`src/rtl/i2c_arbiter.sv`:
```
// i2c_arbiter: round-robin arbiter and transaction sequencer that shares one
// single-byte I2C master between NUM_REQ requesters. A winner's address,
// direction and write byte are latched and issued with a one-cycle start
// pulse; the master's busy / read-valid / address-NACK outputs are tracked
// to completion, and a watchdog forces an error if the bus hangs.
module i2c_arbiter #(
  parameter int NUM_REQ     = 4,
  parameter int TIMEOUT_CYC = 4096
) (
  input  logic                   clk,
  input  logic                   rst,
  input  logic [NUM_REQ-1:0]     req,
  input  logic [7*NUM_REQ-1:0]   req_addr,
  input  logic [NUM_REQ-1:0]     req_rw,
  input  logic [8*NUM_REQ-1:0]   req_wdata,
  output logic [NUM_REQ-1:0]     gnt,
  output logic [NUM_REQ-1:0]     done,
  output logic [NUM_REQ-1:0]     err,
  output logic [7:0]             rdata,
  output logic                   m_start,
  output logic [6:0]             m_addr,
  output logic                   m_rw,
  output logic [7:0]             m_data_w,
  input  logic                   m_busy,
  input  logic [7:0]             m_data_out,
  input  logic                   m_valid_out,
  input  logic                   m_erro_addr
);

  localparam int AW   = 7;
  localparam int DW   = 8;
  localparam int IDXW = $clog2(NUM_REQ);
  localparam int WDW  = $clog2(TIMEOUT_CYC);
  localparam logic [WDW-1:0]  WD_LAST  = WDW'(TIMEOUT_CYC - 1);
  localparam logic [IDXW-1:0] LAST_RST = IDXW'(NUM_REQ - 1);

  typedef enum logic [2:0] {
    S_IDLE      = 3'd0,
    S_ISSUE     = 3'd1,
    S_WAIT_BUSY = 3'd2,
    S_WAIT_DONE = 3'd3,
    S_REPORT    = 3'd4
  } state_t;

  state_t            r_state;
  state_t            w_state_nxt;
  logic [IDXW-1:0]   r_last;
  logic [IDXW-1:0]   r_owner;
  logic [WDW-1:0]    r_wdog;
  logic              r_nack;
  logic              r_rd_ok;
  logic [7:0]        r_hold;

  logic              w_win_found;
  logic [IDXW-1:0]   w_win_idx;
  logic [IDXW-1:0]   w_cand_idx;
  int                w_cand;
  logic              w_in_wait;
  logic              w_tmo;
  logic              w_nack_nxt;
  logic              w_rd_ok_nxt;
  logic [7:0]        w_hold_nxt;
  logic [NUM_REQ-1:0] w_gnt_nxt;
  logic [NUM_REQ-1:0] w_done_nxt;
  logic [NUM_REQ-1:0] w_err_nxt;
  logic              w_start_nxt;
  logic [7:0]        w_rdata_nxt;

  // Round-robin search starting just after the last served requester.
  always_comb begin
    w_win_found = 1'b0;
    w_win_idx   = '0;
    w_cand      = 0;
    w_cand_idx  = '0;
    for (int i = 1; i <= NUM_REQ; i++) begin
      w_cand = int'(r_last) + i;
      if (w_cand >= NUM_REQ) begin
        w_cand = w_cand - NUM_REQ;
      end else begin
        w_cand = w_cand;
      end
      w_cand_idx = IDXW'(w_cand);
      if (!w_win_found && req[w_cand_idx]) begin
        w_win_found = 1'b1;
        w_win_idx   = w_cand_idx;
      end else begin
        w_win_found = w_win_found;
      end
    end
  end

  // Watchdog expiry and completion flags as they will stand after this cycle.
  always_comb begin
    w_in_wait   = (r_state == S_WAIT_BUSY) || (r_state == S_WAIT_DONE);
    w_tmo       = w_in_wait && (r_wdog == WD_LAST);
    w_nack_nxt  = r_nack | (w_in_wait & m_erro_addr);
    w_rd_ok_nxt = r_rd_ok | ((r_state == S_WAIT_DONE) & m_valid_out);
    if ((r_state == S_WAIT_DONE) && m_valid_out) begin
      w_hold_nxt = m_data_out;
    end else begin
      w_hold_nxt = r_hold;
    end
  end

  // State register.
  always_ff @(posedge clk or posedge rst) begin
    if (rst) begin
      r_state <= S_IDLE;
    end else begin
      r_state <= w_state_nxt;
    end
  end

  // Next-state logic; a busy master blocks new grants from IDLE.
  always_comb begin
    w_state_nxt = r_state;
    case (r_state)
      S_IDLE: begin
        if (w_win_found && !m_busy) begin
          w_state_nxt = S_ISSUE;
        end else begin
          w_state_nxt = S_IDLE;
        end
      end
      S_ISSUE: w_state_nxt = S_WAIT_BUSY;
      S_WAIT_BUSY: begin
        if (w_tmo) begin
          w_state_nxt = S_REPORT;
        end else if (m_busy) begin
          w_state_nxt = S_WAIT_DONE;
        end else begin
          w_state_nxt = S_WAIT_BUSY;
        end
      end
      S_WAIT_DONE: begin
        if (w_tmo || !m_busy) begin
          w_state_nxt = S_REPORT;
        end else begin
          w_state_nxt = S_WAIT_DONE;
        end
      end
      S_REPORT: w_state_nxt = S_IDLE;
      default:  w_state_nxt = S_IDLE;
    endcase
  end

  // Output next-values: pulses line up with the ISSUE and REPORT cycles.
  always_comb begin
    w_gnt_nxt   = '0;
    w_start_nxt = 1'b0;
    w_done_nxt  = '0;
    w_err_nxt   = '0;
    w_rdata_nxt = rdata;
    if (w_state_nxt == S_ISSUE) begin
      w_gnt_nxt[w_win_idx] = 1'b1;
      w_start_nxt          = 1'b1;
    end else begin
      w_start_nxt = 1'b0;
    end
    if (w_state_nxt == S_REPORT) begin
      w_done_nxt[r_owner] = 1'b1;
      w_err_nxt[r_owner]  = w_nack_nxt | w_tmo;
      if (m_rw && w_rd_ok_nxt && !w_nack_nxt && !w_tmo) begin
        w_rdata_nxt = w_hold_nxt;
      end else begin
        w_rdata_nxt = rdata;
      end
    end else begin
      w_err_nxt = '0;
    end
  end

  // Registered outputs, latched command, flags, watchdog and priority pointer.
  always_ff @(posedge clk or posedge rst) begin
    if (rst) begin
      gnt      <= '0;
      done     <= '0;
      err      <= '0;
      m_start  <= 1'b0;
      rdata    <= 8'h00;
      m_addr   <= 7'h00;
      m_rw     <= 1'b0;
      m_data_w <= 8'h00;
      r_owner  <= '0;
      r_last   <= LAST_RST;
      r_wdog   <= '0;
      r_nack   <= 1'b0;
      r_rd_ok  <= 1'b0;
      r_hold   <= 8'h00;
    end else begin
      gnt     <= w_gnt_nxt;
      done    <= w_done_nxt;
      err     <= w_err_nxt;
      m_start <= w_start_nxt;
      rdata   <= w_rdata_nxt;
      case (r_state)
        S_IDLE: begin
          if (w_state_nxt == S_ISSUE) begin
            r_owner  <= w_win_idx;
            m_addr   <= req_addr[int'(w_win_idx)*AW +: AW];
            m_rw     <= req_rw[w_win_idx];
            m_data_w <= req_wdata[int'(w_win_idx)*DW +: DW];
          end
        end
        S_ISSUE: begin
          r_wdog <= '0;
        end
        S_WAIT_BUSY, S_WAIT_DONE: begin
          r_wdog  <= r_wdog + WDW'(1);
          r_nack  <= w_nack_nxt;
          r_rd_ok <= w_rd_ok_nxt;
          r_hold  <= w_hold_nxt;
        end
        S_REPORT: begin
          r_last  <= r_owner;
          r_nack  <= 1'b0;
          r_rd_ok <= 1'b0;
        end
        default: begin
          r_nack  <= 1'b0;
          r_rd_ok <= 1'b0;
        end
      endcase
    end
  end

endmodule

```
`config.mk`:
```
export PLATFORM = sky130hd
export DESIGN_NAME = i2c_arbiter
export DESIGN_NICKNAME = d
export VERILOG_FILES = /design/src/rtl/i2c_arbiter.sv
export SDC_FILE = /design/constraint.sdc
export NUM_CORES = 1
export LEC_CHECK = 0
export ABC_AREA = 1
export CORE_ASPECT_RATIO = 0.75
export CORE_MARGIN = 1
export CORE_UTILIZATION = 35
export DETAILED_ROUTE_END_ITERATION = 16
export PLACE_DENSITY = 0.64
export SETUP_SLACK_MARGIN = 0.2
export SYNTH_ARGS = -nofsm -noshare
export SYNTH_HDL_FRONTEND = slang
export SYNTH_SLANG_ARGS = --single-unit
```
`constraint.sdc`:
```
create_clock -name clk -period 3.7 [get_ports clk]
set_clock_uncertainty 0.15 [all_clocks]
set_input_delay 0.74 -clock clk [delete_from_list [all_inputs] [get_ports clk]]
set_output_delay 0.74 -clock clk [all_outputs]
set_load 0.01 [all_outputs]
```
* Word-level counts from Yosys, hierarchy flattened
Cells that the tools add are included.
** Operators by class
- Order comparisons :: 12
- Multiply operators :: 1
- Shifts and indexed selects :: 2
- Reduce and logical (&&, ||, !) cells :: 25
- $add $sub $neg :: 9
- Bitwise gates (word level) :: 6
- Equality and inequality tests :: 7
- Muxes and demuxes :: 39
** Operators with widths (number)
- $shiftx 32x6->8 :: 1
- $shiftx 28x6->7 :: 1
- $pmux 12 s2 :: 1
- $lt 2x3->1 const B :: 6
- $mux 2 :: 8
- $mux 1 :: 14
- $add 12x1->12 const B :: 1
- $eq 12x12->1 const B :: 1
- $mux 4 :: 3
- $pmux 3 s4 :: 1
- $logic_and 1x1->1 :: 11
- $bmux 1 s2 :: 5
- $ge 3x3->1 const B :: 3
- $mux 8 :: 1
- $sub 2x1->2 const B :: 4
- $add 2x2->3 const B :: 2
- $eq 3x1->1 const B :: 2
- $eq 3x2->1 const B :: 2
- $eq 3x3->1 const B :: 2
- $logic_not 1->1 :: 6
- $mux 3 :: 2
- $mul 2x3->5 const B :: 1
- $add 2x3->4 const B :: 1
- $and 4x4->4 :: 1
- other kinds (12) :: 21
** Storage, ports and cells
- Register bits :: 66
- Output and inout bits :: 37
- Logic and storage cells :: 116

* Logic depth before layout (Yosys ltp)
Gate-level depths: netlist (run 1).
- Depth in word-level cells :: 20
- Depth in mapped cells :: 18
- Gate-level depth less buffers :: 16

* Worst setup path before layout (run 1)
OpenSTA, ideal clock, no wires.
- Path type :: in2reg
- Start :: input port req[3]
- End :: register m_addr[6]
- Arrival :: 1822 ps
- Setup slack :: 1612 ps
- Setup time :: 117 ps
- Cell stages on the path :: 14
- Buffers on the path :: 2
- Required time :: 3433 ps
- Cells stage by stage :: inv_1 > nand2_1 > nand3_1 > nand2_1 > nor2_4 > nand2_1 > nor2_2 > a21oi_2 > buf_4 > buf_4 > nand2_1 > nand2_1 > nand2_1 > nand2_1
** Between the ends
- Word-level cells in the longest chain between the ends :: 17
- Elaborated cells between the ends (all ways) :: 29
- Classes of those cells :: 1 x mul; 1 x eq/ne; 1 x shift; 18 x mux; 8 x reduce/logical
** Ends and longest elaborated chain
- from (decl) :: RTL line 12 : input logic [NUM_REQ-1:0] req,
- branches (longest 17 deep; another with $bmux 1 s2)
- to (signal assigned) :: RTL line 200 : m_addr <= req_addr[int'(w_win_idx)*AW +: AW];
- to (decl) :: RTL line 21 : output logic [6:0] m_addr,
Parallel ways; which one is timed is not known. The select of a mux whose other input is x is not followed.
A chain may end at the register's enable or synchronous reset.

* Final worst setup path (run 1)
- Start :: input port req[0]
- End :: register m_data_w[0]
** Between the ends
- Word-level cells in the longest chain between the ends :: 17
- Elaborated cells between the ends (all ways) :: 28
- Classes of those cells :: 1 x eq/ne; 1 x shift; 18 x mux; 8 x reduce/logical
** Ends and longest elaborated chain
- $bmux 1 s2 :: RTL line 83 : if (!w_win_found && req[w_cand_idx]) begin
- $mux 1 (implied by the code) :: RTL line 83
- $mux 1 :: RTL line 83
- $logic_not 1->1 :: RTL line 83
- $logic_and 1x1->1 :: RTL line 83
- $mux 1 :: RTL line 83
- $logic_not 1->1 :: RTL line 83
- $logic_and 1x1->1 :: RTL line 83
- $mux 1 :: RTL line 83
- $logic_not 1->1 :: RTL line 83
- $logic_and 1x1->1 :: RTL line 83
- $mux 1 :: RTL line 83
- $logic_and 1x1->1 :: RTL line 119 : if (w_win_found && !m_busy) begin
- $mux 1 :: RTL line 119
- $pmux 3 s4 :: RTL line 117 : case (r_state)
- $eq 3x1->1 :: RTL line 198 : if (w_state_nxt == S_ISSUE) begin
- $reduce_and 2->1 (no source line)
- to (signal assigned) :: RTL line 202 : m_data_w <= req_wdata[int'(w_win_idx)*DW +: DW];
- to (decl) :: RTL line 23 : output logic [7:0] m_data_w,
Parallel ways exist; a longest one is shown, timed or not. The select of a mux whose other input is x is not followed.

==> flow_summary.yaml, run 1 <==
worst_setup_path:
  timing.rr.end: "m_data_w[0]$_DFFE_PP0P_"
  cp_max_fo: 36
  end_kind: "flop"
  r2r_start: "r_last[0]$_DFFE_PP1N_"
  reg2reg_setup_slack_ns: 1.08
  ff2ff_path_depth: 15
  crit_path_start_kind: "primary input"
  path_class: "primary input to flop"
  critPathRequiredTime_ns: 3.77
  crit_arrival_ns: 2.83
timing:
  worstMarginPinSlew_ns: 0.729
  setup_ws_ns: 0.936
  period_share_pct: 74.7
  setup_viol: 0
  finalHoldViolCount: 0
  rsz0062_at_grt: "no"
  clock.fmax_mhz: 362
  post-route-min-period_ns: 2.76
  max-slew-margin-rel_pct: 51.4
  setup_tns_ns: 0
  drv_slew: 0
floorplan:
  pin_count: 118
  core-area_um2: 10300
  die-area_um2: 11000
  die_w_um: 121
  die_h_um: 91.1
  initial_core_util_pct: 36.0
  rows: 32
worst_hold_path:
  hold_start: "m_addr[3]$_DFFE_PP0P_"
  hold_depth: 2
  hold_end: "m_addr[3]$_DFFE_PP0P_"
  hp-class: "flop to flop"
layout:
  final_core_util_pct: 51.0
  nets: 690
  syn_to_final_growth_pct: 41.7
  drive_gt1_share_pct: 11.9
  layout_common_cells: "nand2_1, clkdlybuf4s50_1, dfrtp_1, nand3_1, inv_1"
  antenna_cells: 0
  fin_cells: 749
  final_common_cell: "nand2_1"
power:
  leakagePower_nw: 2.58
  vdd_drop_max_mv: 0.333
  p_per_area_nw_per_um2: 810
  power.internal_w: 0.00234
  power_switching_w: 0.00191
  clockPowerShare_pct: 20.1
  p_seq_share_pct: 26.3
  combPwrFrac_pct: 53.6
  p_sw_share_pct: 44.9
synth:
  yosysSeqAreaShare_pct: 44.6
  synthFlopType: "dfrtp_1"
  async_reset_ff_share_pct: 100
  ys_types: 38
  synth-edff-count: 0
  syn_avg_cell_area_um2: 7.48
  ys_ff_latch: 66
  syn_nets: 577
  netlist_area_um2: 3700
  netlist_instances: 495
  yosysWarnings: 0
route:
  vias: 3499
  drc_errors: 0
  postRouteAntennaNets: 0
  routedWlPerCell_um: 12.9
  detail_route.vias_per_cell: 4.67
  totalWireLength_um: 9680
  drtIter0Drc: 150
  dr.pass1.iters: 5
global_routing:
  met2_usage_pct: 29.3
  antenna_found_initial: 0
  grt-ovfl-total: 0
  grt_util_met3_pct: 5.09
  use_met1_pct: 27.2
  grt_pass1_wl_um: 16800
  grt_max_degree: 37
  grt_use_total_pct: 19.3
  busiest_layer: "met2"
  grt_pass1_vias: 3463
placed_design:
  io_buffers: 117
  dp_cells: 733
  hpwl_um: 7150
  preCtsSetupSlack_ns: 0.614
  gp_congestion: 0.915
run_status:
  outcome: "finished, final reports clean"
clock_tree:
  cts_tree: "built"
  cts.sink_count: 66
  cts_buffers: 9
  cts-root-buf: "clkbuf_16"
  clock_latency_ns: 0.33
  cts_buffer_depth: 2
  post_cts_buffers: 0
  clk_pin_slew_ns: 0.06
  cts-htree-levels: 3
  ctsResizeCount: 0
  cts.hold.buffers_added: 0
job:
  maxCapViolations: 0
[worst max-delay path: stages]
cell,delay [ns]
clkdlybuf4s50_1,0.44
nand2_1,0.08
nand2_1,0.09
nand2_2,0.09
nand2_2,0.08
nor2_4,0.11
nand3_2,0.12
nand2_4,0.31
nand2_4,0.30
nand2_1,0.14
nand2_1,0.07
nand2_1,0.07
nand2_1,0.05
nand2_1,0.06
nand2_1,0.05
[state kept, by name, indices dropped and copies added (netlist names), 2 cells and up]
| name | flops |
|---|---|
| done | 4 |
| r_state | 3 |
| r_hold | 8 |
| err | 4 |
| m_addr | 7 |
| r_last | 2 |
| gnt | 4 |
| rdata | 8 |
| r_owner | 2 |
| m_data_w | 8 |
| r_wdog | 12 |
[through the flow]
| stage | instance area (um2) | hold slack, ns | power [W] |
|---|---|---|---|
| 2_1_floorplan | 3700 | 0.295 | 0.00281 |
| 3_3_place_gp | 4950 | 0.310 | 0.00338 |
| 3_5_place_dp | 4950 | 0.312 | 0.00342 |
| 4_1_cts | 5250 | 0.330 | 0.00429 |
| 5_1_grt | 5250 | 0.345 | 0.00464 |
| 6_report | 5250 | 0.325 | 0.00425 |
[power groups by stage]
stage          sequential [W]  clock [W]  combinational, W
2_1_floorplan         0.00112          0           0.00169
3_3_place_gp          0.00113          0           0.00225
3_5_place_dp          0.00113          0           0.00229
4_1_cts               0.00112   0.000868           0.00230
5_1_grt               0.00115   0.000903           0.00258
6_report              0.00112   0.000854           0.00228
[worst max-delay path by stage]
stage                      start                      end  slack [ns]
after CTS                 req[0]         m_rw$_DFFE_PP0P_        0.95
after floorplan              rst        done[0]$_DFF_PP0_        1.16
after global routing      req[3]  m_data_w[5]$_DFFE_PP0P_        0.71
after global placement    req[3]         m_rw$_DFFE_PP0P_        0.63
final                     req[0]  m_data_w[0]$_DFFE_PP0P_        0.94
after detailed placement  req[0]         m_rw$_DFFE_PP0P_        0.61
[logic make-up after synthesis]
group,Yosys count,synth area share [%]
adders and majority gates,1,0.338
and+or+nand+nor,333,39.6
DFF,66,44.6
xor gates and xnor gates,2,0.473
AOI/OAI and AO/OA,36,6.79
buffers and inverters,57,8.11
[layer usage]
layer	wire (um)	part of all wire (%)
met1	4720	49
met4	55	0.57
met2	4280	44
met5	0	0
met3	621	6.4
[layout make-up]
type / instances / area [um2]
clock inverters: 7 / 76.3
clock buffers: 9 / 225
inverters: 37 / 151
repair buffers: 122 / 1220
fillers: 983 / 5040
multi-input cells: 372 / 1750
flip-flops and latches: 66 / 1650
well taps: 136 / 170
[cell usage after synthesis, types with 2 or more instances]
| cell type | count | area, um2 |
|---|---|---|
| nand3_2 | 4 | 40.0 |
| nor2_1 | 13 | 48.8 |
| o21ai_0 | 7 | 35.0 |
| nor2_4 | 4 | 45.0 |
| a21oi_1 | 6 | 30.0 |
| nand2_4 | 3 | 33.8 |
| o31ai_1 | 2 | 15.0 |
| inv_4 | 2 | 12.5 |
| buf_4 | 5 | 37.5 |
| o21ai_1 | 2 | 10.0 |
| nand2_2 | 11 | 68.8 |
| o21ai_2 | 8 | 70.1 |
| nor3_1 | 10 | 50.1 |
| nand2_1 | 243 | 912 |
| dfrtp_1 | 64 | 1600 |
| buf_2 | 8 | 40.0 |
| nor2_2 | 3 | 18.8 |
| inv_2 | 7 | 26.3 |
| o22ai_1 | 4 | 25.0 |
| buf_6 | 6 | 67.6 |
| nand3_4 | 2 | 35.0 |
| inv_1 | 27 | 101 |
| nand3_1 | 38 | 190 |
| dfstp_2 | 2 | 52.6 |
Power figures use the tool's default switching activity.
==> run 2, diff against run 1 <==
- PLACE_DENSITY: 0.64 -> 0.67
- clock period: 3.7 -> 2.5 ns (I/O delays scaled with it)
==> flow_summary.yaml, run 2 (same netlist as run 1, synthesis figures left out) <==
run_status:
  outcome: "finished, final reports clean"
global_routing:
  grt_pass1_vias: 3444
  grt-ovfl-total: 0
  grt_util_met3_pct: 5.53
  busiest_layer: "met2"
  met2_usage_pct: 30.1
  antenna_found_initial: 0
  use_met1_pct: 24.0
  grt_use_total_pct: 18.5
  grt_max_degree: 33
  grt_pass1_wl_um: 16100
placed_design:
  hpwl_um: 7100
  io_buffers: 117
  gp_congestion: 0.840
  preCtsSetupSlack_ns: 0.0318
floorplan:
  core-area_um2: 10300
  rows: 32
  pin_count: 118
  die-area_um2: 11000
  initial_core_util_pct: 36.0
  die_w_um: 121
  die_h_um: 91.1
worst_setup_path:
  end_kind: "flop"
  critPathRequiredTime_ns: 2.56
  cp_max_fo: 8
  crit_arrival_ns: 2.30
  path_class: "flop to flop"
  crit_path_start_kind: "flop"
clock_tree:
  cts_tree: "built"
  clk_pin_slew_ns: 0.05
  cts_buffer_depth: 2
  clock_latency_ns: 0.32
  cts_buffers: 9
  cts-htree-levels: 3
  cts-root-buf: "clkbuf_16"
  cts.sink_count: 66
timing:
  rsz0062_at_grt: "yes"
  worstMarginPinSlew_ns: 0.682
  drv_slew: 0
  max-slew-margin-rel_pct: 54.4
  setup_viol: 0
  setup_ws_ns: 0.263
  setup_tns_ns: 0
  clock.fmax_mhz: 447
  post-route-min-period_ns: 2.24
  period_share_pct: 89.5
  finalHoldViolCount: 0
route:
  postRouteAntennaNets: 0
  detail_route.vias_per_cell: 4.69
  dr.pass1.iters: 4
  drc_errors: 0
  vias: 3603
  totalWireLength_um: 10500
  routedWlPerCell_um: 13.6
  drtIter0Drc: 172
power:
  clockPowerShare_pct: 17.6
  power.internal_w: 0.00406
  p_sw_share_pct: 43.2
  p_seq_share_pct: 23.1
  p_per_area_nw_per_um2: 1270
  vdd_drop_max_mv: 0.633
  leakagePower_nw: 2.73
  power_switching_w: 0.00308
  finalPower_w: 0.00714
  combPwrFrac_pct: 59.3
layout:
  multi_input_area_um2: 1860
  largest_reg_flops: 12
  antenna_cells: 0
  nets: 710
  drive_gt1_share_pct: 17.1
  layout_common_cells: "nand2_1, clkdlybuf4s50_1, dfrtp_1, nand3_1, inv_1"
  regArea_um2: 1650
  fillerInstances: 932
  final_common_cell: "nand2_1"
  syn_to_final_growth_pct: 51.8
  top_register: "r_wdog"
worst_hold_path:
  hp-class: "flop to flop"
job:
  maxCapViolations: 0
[run 2: cell count changes in the layout (fill, tap and decap cells not counted), moves of 3 or more]
cell / before / now
clkbuf_1: 0 / 3
buf_6: 0 / 3
nand2_1: 243 / 227
nand2_2: 11 / 23
buf_4: 4 / 13
clkbuf_16: 9 / 12
buf_12: 1 / 5
[run 2: path summary, 6_finish.rpt]
path | startpoint | to | slack (ns) | cells after the start
min reg2reg | m_data_w[5]$_DFFE_PP0P_ | m_data_w[5]$_DFFE_PP0P_ | 0.33 | 2
min | m_data_w[5]$_DFFE_PP0P_ | m_data_w[5]$_DFFE_PP0P_ | 0.33 | 2
min in group asynchronous | rst | rdata[1]$_DFFE_PP0P_ | 0.48 | 2
max reg2reg | r_last[0]$_DFFE_PP1N_ | m_rw$_DFFE_PP0P_ | 0.26 | 16
max in group asynchronous | rst | m_start$_DFF_PP0_ | 1.19 | 3
max | r_last[0]$_DFFE_PP1N_ | m_rw$_DFFE_PP0P_ | 0.26 | 16
[run 2: power groups by stage]
| stage | combinational [W] | clock (W) | sequential (W) |
|---|---|---|---|
| floorplan | 0.00250 | 0 | 0.00166 |
| global placement | 0.00354 | 0 | 0.00165 |
| detailed placement | 0.00357 | 0 | 0.00166 |
| CTS | 0.00361 | 0.00129 | 0.00166 |
| global route | 0.00465 | 0.00132 | 0.00170 |
| finish | 0.00424 | 0.00125 | 0.00165 |
[run 2: repair_timing]
action	in CTS	in global routing
gates resized for setup	1	30
setup buffers	0	10
pin swaps	2	20
endpoints found under the setup margin	5	26
gates cloned	1	4
hold buffers	0	0
endpoints found under the hold margin	0	0
[run 2: cell type report]
type	count	share of cell area [%]
inverter	37	2.80
timing repair buffer	141	26.3
sequential	66	29.4
tap	136	3.03
clock inverter	2	0.623
multi-input combinational	373	33.2
clock buffer	14	4.70
[run 2: worst max-delay path, stage by stage (launching register included)]
cell,delay [ns]
dfstp_2,0.65
inv_8,0.07
nand2_2,0.06
nand2_2,0.07
nand2_2,0.09
nand2_4,0.06
nor2_4,0.15
nand3_4,0.12
nand2_8,0.11
nand2_8,0.09
clkbuf_16,0.18
nand2_1,0.06
nand2_1,0.05
nand2_1,0.06
nand2_1,0.05
nand2_1,0.05
nand2_1,0.05
[run 2: per-stage QoR]
stage	instances	util (%)	area (um2)	hold WS [ns]
5_1_grt	769	54.6	5620	0.343
6_report	769	54.6	5620	0.325
3_3_place_gp	738	49.0	5040	0.312
3_5_place_dp	738	49.0	5040	0.316
2_1_floorplan	495	-	3710	0.295
4_1_cts	755	52.0	5360	0.332
[run 2: layer usage]
metal  vias to the layer above  part of all wire (%)
li1                       1825                     -
met1                      1645                    45
met2                       118                    47
met3                        15                   6.7
met4                         0                   1.4
met5                         -                     0
==> run 3, diff against run 2 <==
- SETUP_SLACK_MARGIN: 0.2 -> not set
==> flow_summary.yaml, run 3 (same netlist as run 1, synthesis figures left out) <==
run_status:
  outcome: "finished, final reports clean"
floorplan:
  die-area_um2: 11000
  die_w_um: 121
  die_h_um: 91.1
  core-area_um2: 10300
  rows: 32
  initial_core_util_pct: 36.0
  pin_count: 118
worst_setup_path:
  crit_top_cell: "nand2_1"
  cp_max_fo: 32
  cp_slowest_cell: "dfstp_2"
  crit_path_start_kind: "flop"
  crit_arrival_ns: 2.36
  critPathRequiredTime_ns: 2.61
  cp-startpoint: "r_last[0]$_DFFE_PP1N_"
  path_class: "flop to flop"
  end_kind: "flop"
  crit_path_cell_trace: "inv_8 -> nand2_1 -> nand2_1 -> nand2_2 -> nand2_2 -> nor2_4 -> nand3_2 -> nand2_4 -> buf_12 -> nand3_1 -> nand2_1 -> nand2_1 -> nand2_1 -> nand2_1 -> nand2_1"
  r2r_start: "r_last[0]$_DFFE_PP1N_"
  cp_slowest_stage_delay_ns: 0.65
timing:
  max-slew-margin-rel_pct: 71.0
  setup_ws_ns: 0.249
  rsz0062_at_grt: "no"
  period_share_pct: 90.0
  post-route-min-period_ns: 2.25
  clock.fmax_mhz: 444
  worstMarginPinSlew_ns: 0.434
  drv_slew: 0
  finalHoldViolCount: 0
  setup_viol: 0
clock_tree:
  clk_pin_slew_ns: 0.06
  cts_tree: "built"
  cts_buffers: 9
  cts_buffer_depth: 2
  cts-htree-levels: 3
  cts-root-buf: "clkbuf_16"
  clock_latency_ns: 0.32
  cts.hold.buffers_added: 0
  cts.sink_count: 66
route:
  drtIter0Drc: 135
  detail_route.vias_per_cell: 4.63
  postRouteAntennaNets: 0
  vias: 3490
  totalWireLength_um: 9490
  routedWlPerCell_um: 12.6
  dr.pass1.iters: 4
  drc_errors: 0
job:
  maxCapViolations: 0
layout:
  drive_gt1_share_pct: 12.5
  syn_to_final_growth_pct: 44.8
  multi_input_area_um2: 1760
  fin_area_um2: 5370
  top_register: "r_wdog"
  regArea_um2: 1650
  largest_reg_flops: 12
  fillerInstances: 985
  final_common_cell: "nand2_1"
  antenna_cells: 0
  fin_cells: 754
  nets: 695
  layout_common_cells: "nand2_1, clkdlybuf4s50_1, dfrtp_1, nand3_1, inv_1"
worst_hold_path:
  hp-class: "flop to flop"
  hold_start: "r_hold[3]$_DFFE_PP0P_"
placed_design:
  io_buffers: 117
  post_dp_cell_area_um2: 5010
  hpwl_um: 7000
  dp_cells: 737
  preCtsSetupSlack_ns: -0.0865
  gp_congestion: 0.888
global_routing:
  grt-ovfl-total: 0
  grt_pass1_wl_um: 15800
  antenna_found_initial: 0
  grt_max_degree: 37
  grt_use_total_pct: 18.4
  grt_pass1_vias: 3386
power:
  p_per_area_nw_per_um2: 1210
  vdd_drop_max_mv: 0.537
  leakagePower_nw: 2.63
[run 3: through the flow]
step                power (W)  setup TNS (ns)  util, %  hold WS (ns)
floorplan             0.00416               0        -         0.295
global placement      0.00511          -0.120     48.7         0.311
detailed placement    0.00517          -0.591     48.7         0.312
CTS                   0.00654               0     51.9         0.327
global route          0.00706               0     52.1         0.346
finish                0.00651               0     52.1         0.324
[run 3: what timing repair did]
action,CTS,global route
gates resized for setup,0,1
setup endpoints to repair,0,7
buffers inserted,0,1
[run 3: per-layer routing]
metal | up-vias | share of wire, % | global-route usage (%)
li1 | 1791 | - | -
met1 | 1592 | 46 | 23.5
met2 | 100 | 46 | 29.7
met3 | 7 | 7.3 | 5.84
met4 | 0 | 0.72 | 5.66
met5 | - | 0 | 0
[run 3: where the power goes]
group | internal, W | total, W | switching [W]
clock | 0.000876 | 0.00134 | 0.000461
combinational | 0.00138 | 0.00353 | 0.00215
sequential | 0.00141 | 0.00165 | 0.000238
[run 3: final cells by class]
| class | instances | share of cell area [%] |
|---|---|---|
| Inverter | 37 | 2.82 |
| Clock buffer | 10 | 4.27 |
| Multi-Input combinational cell | 372 | 32.8 |
| Clock inverter | 6 | 1.73 |
| Timing Repair Buffer | 127 | 24.4 |
| Sequential cell | 66 | 30.8 |
| Tap cell | 136 | 3.17 |
[run 3: path summary, 6_finish.rpt]
kind / endpoint / slack (ns) / depth (start not counted)
max: m_addr[1]$_DFFE_PP0P_ / 0.25 / 15
min reg2reg: r_hold[3]$_DFFE_PP0P_ / 0.32 / 2
max in group asynchronous: r_hold[7]$_DFFE_PP0P_ / 1.33 / 3
min: r_hold[3]$_DFFE_PP0P_ / 0.32 / 2
max reg2reg: m_addr[1]$_DFFE_PP0P_ / 0.25 / 15
min in group asynchronous: r_rd_ok$_DFFE_PP0N_ / 0.37 / 2
[run 3: worst max-delay path, delay by kind of cell (launching register included)]
kind / cells / cell delay, ns
buf+inv: 2 / 0.25
flops: 1 / 0.65
simple gates: 13 / 1.12
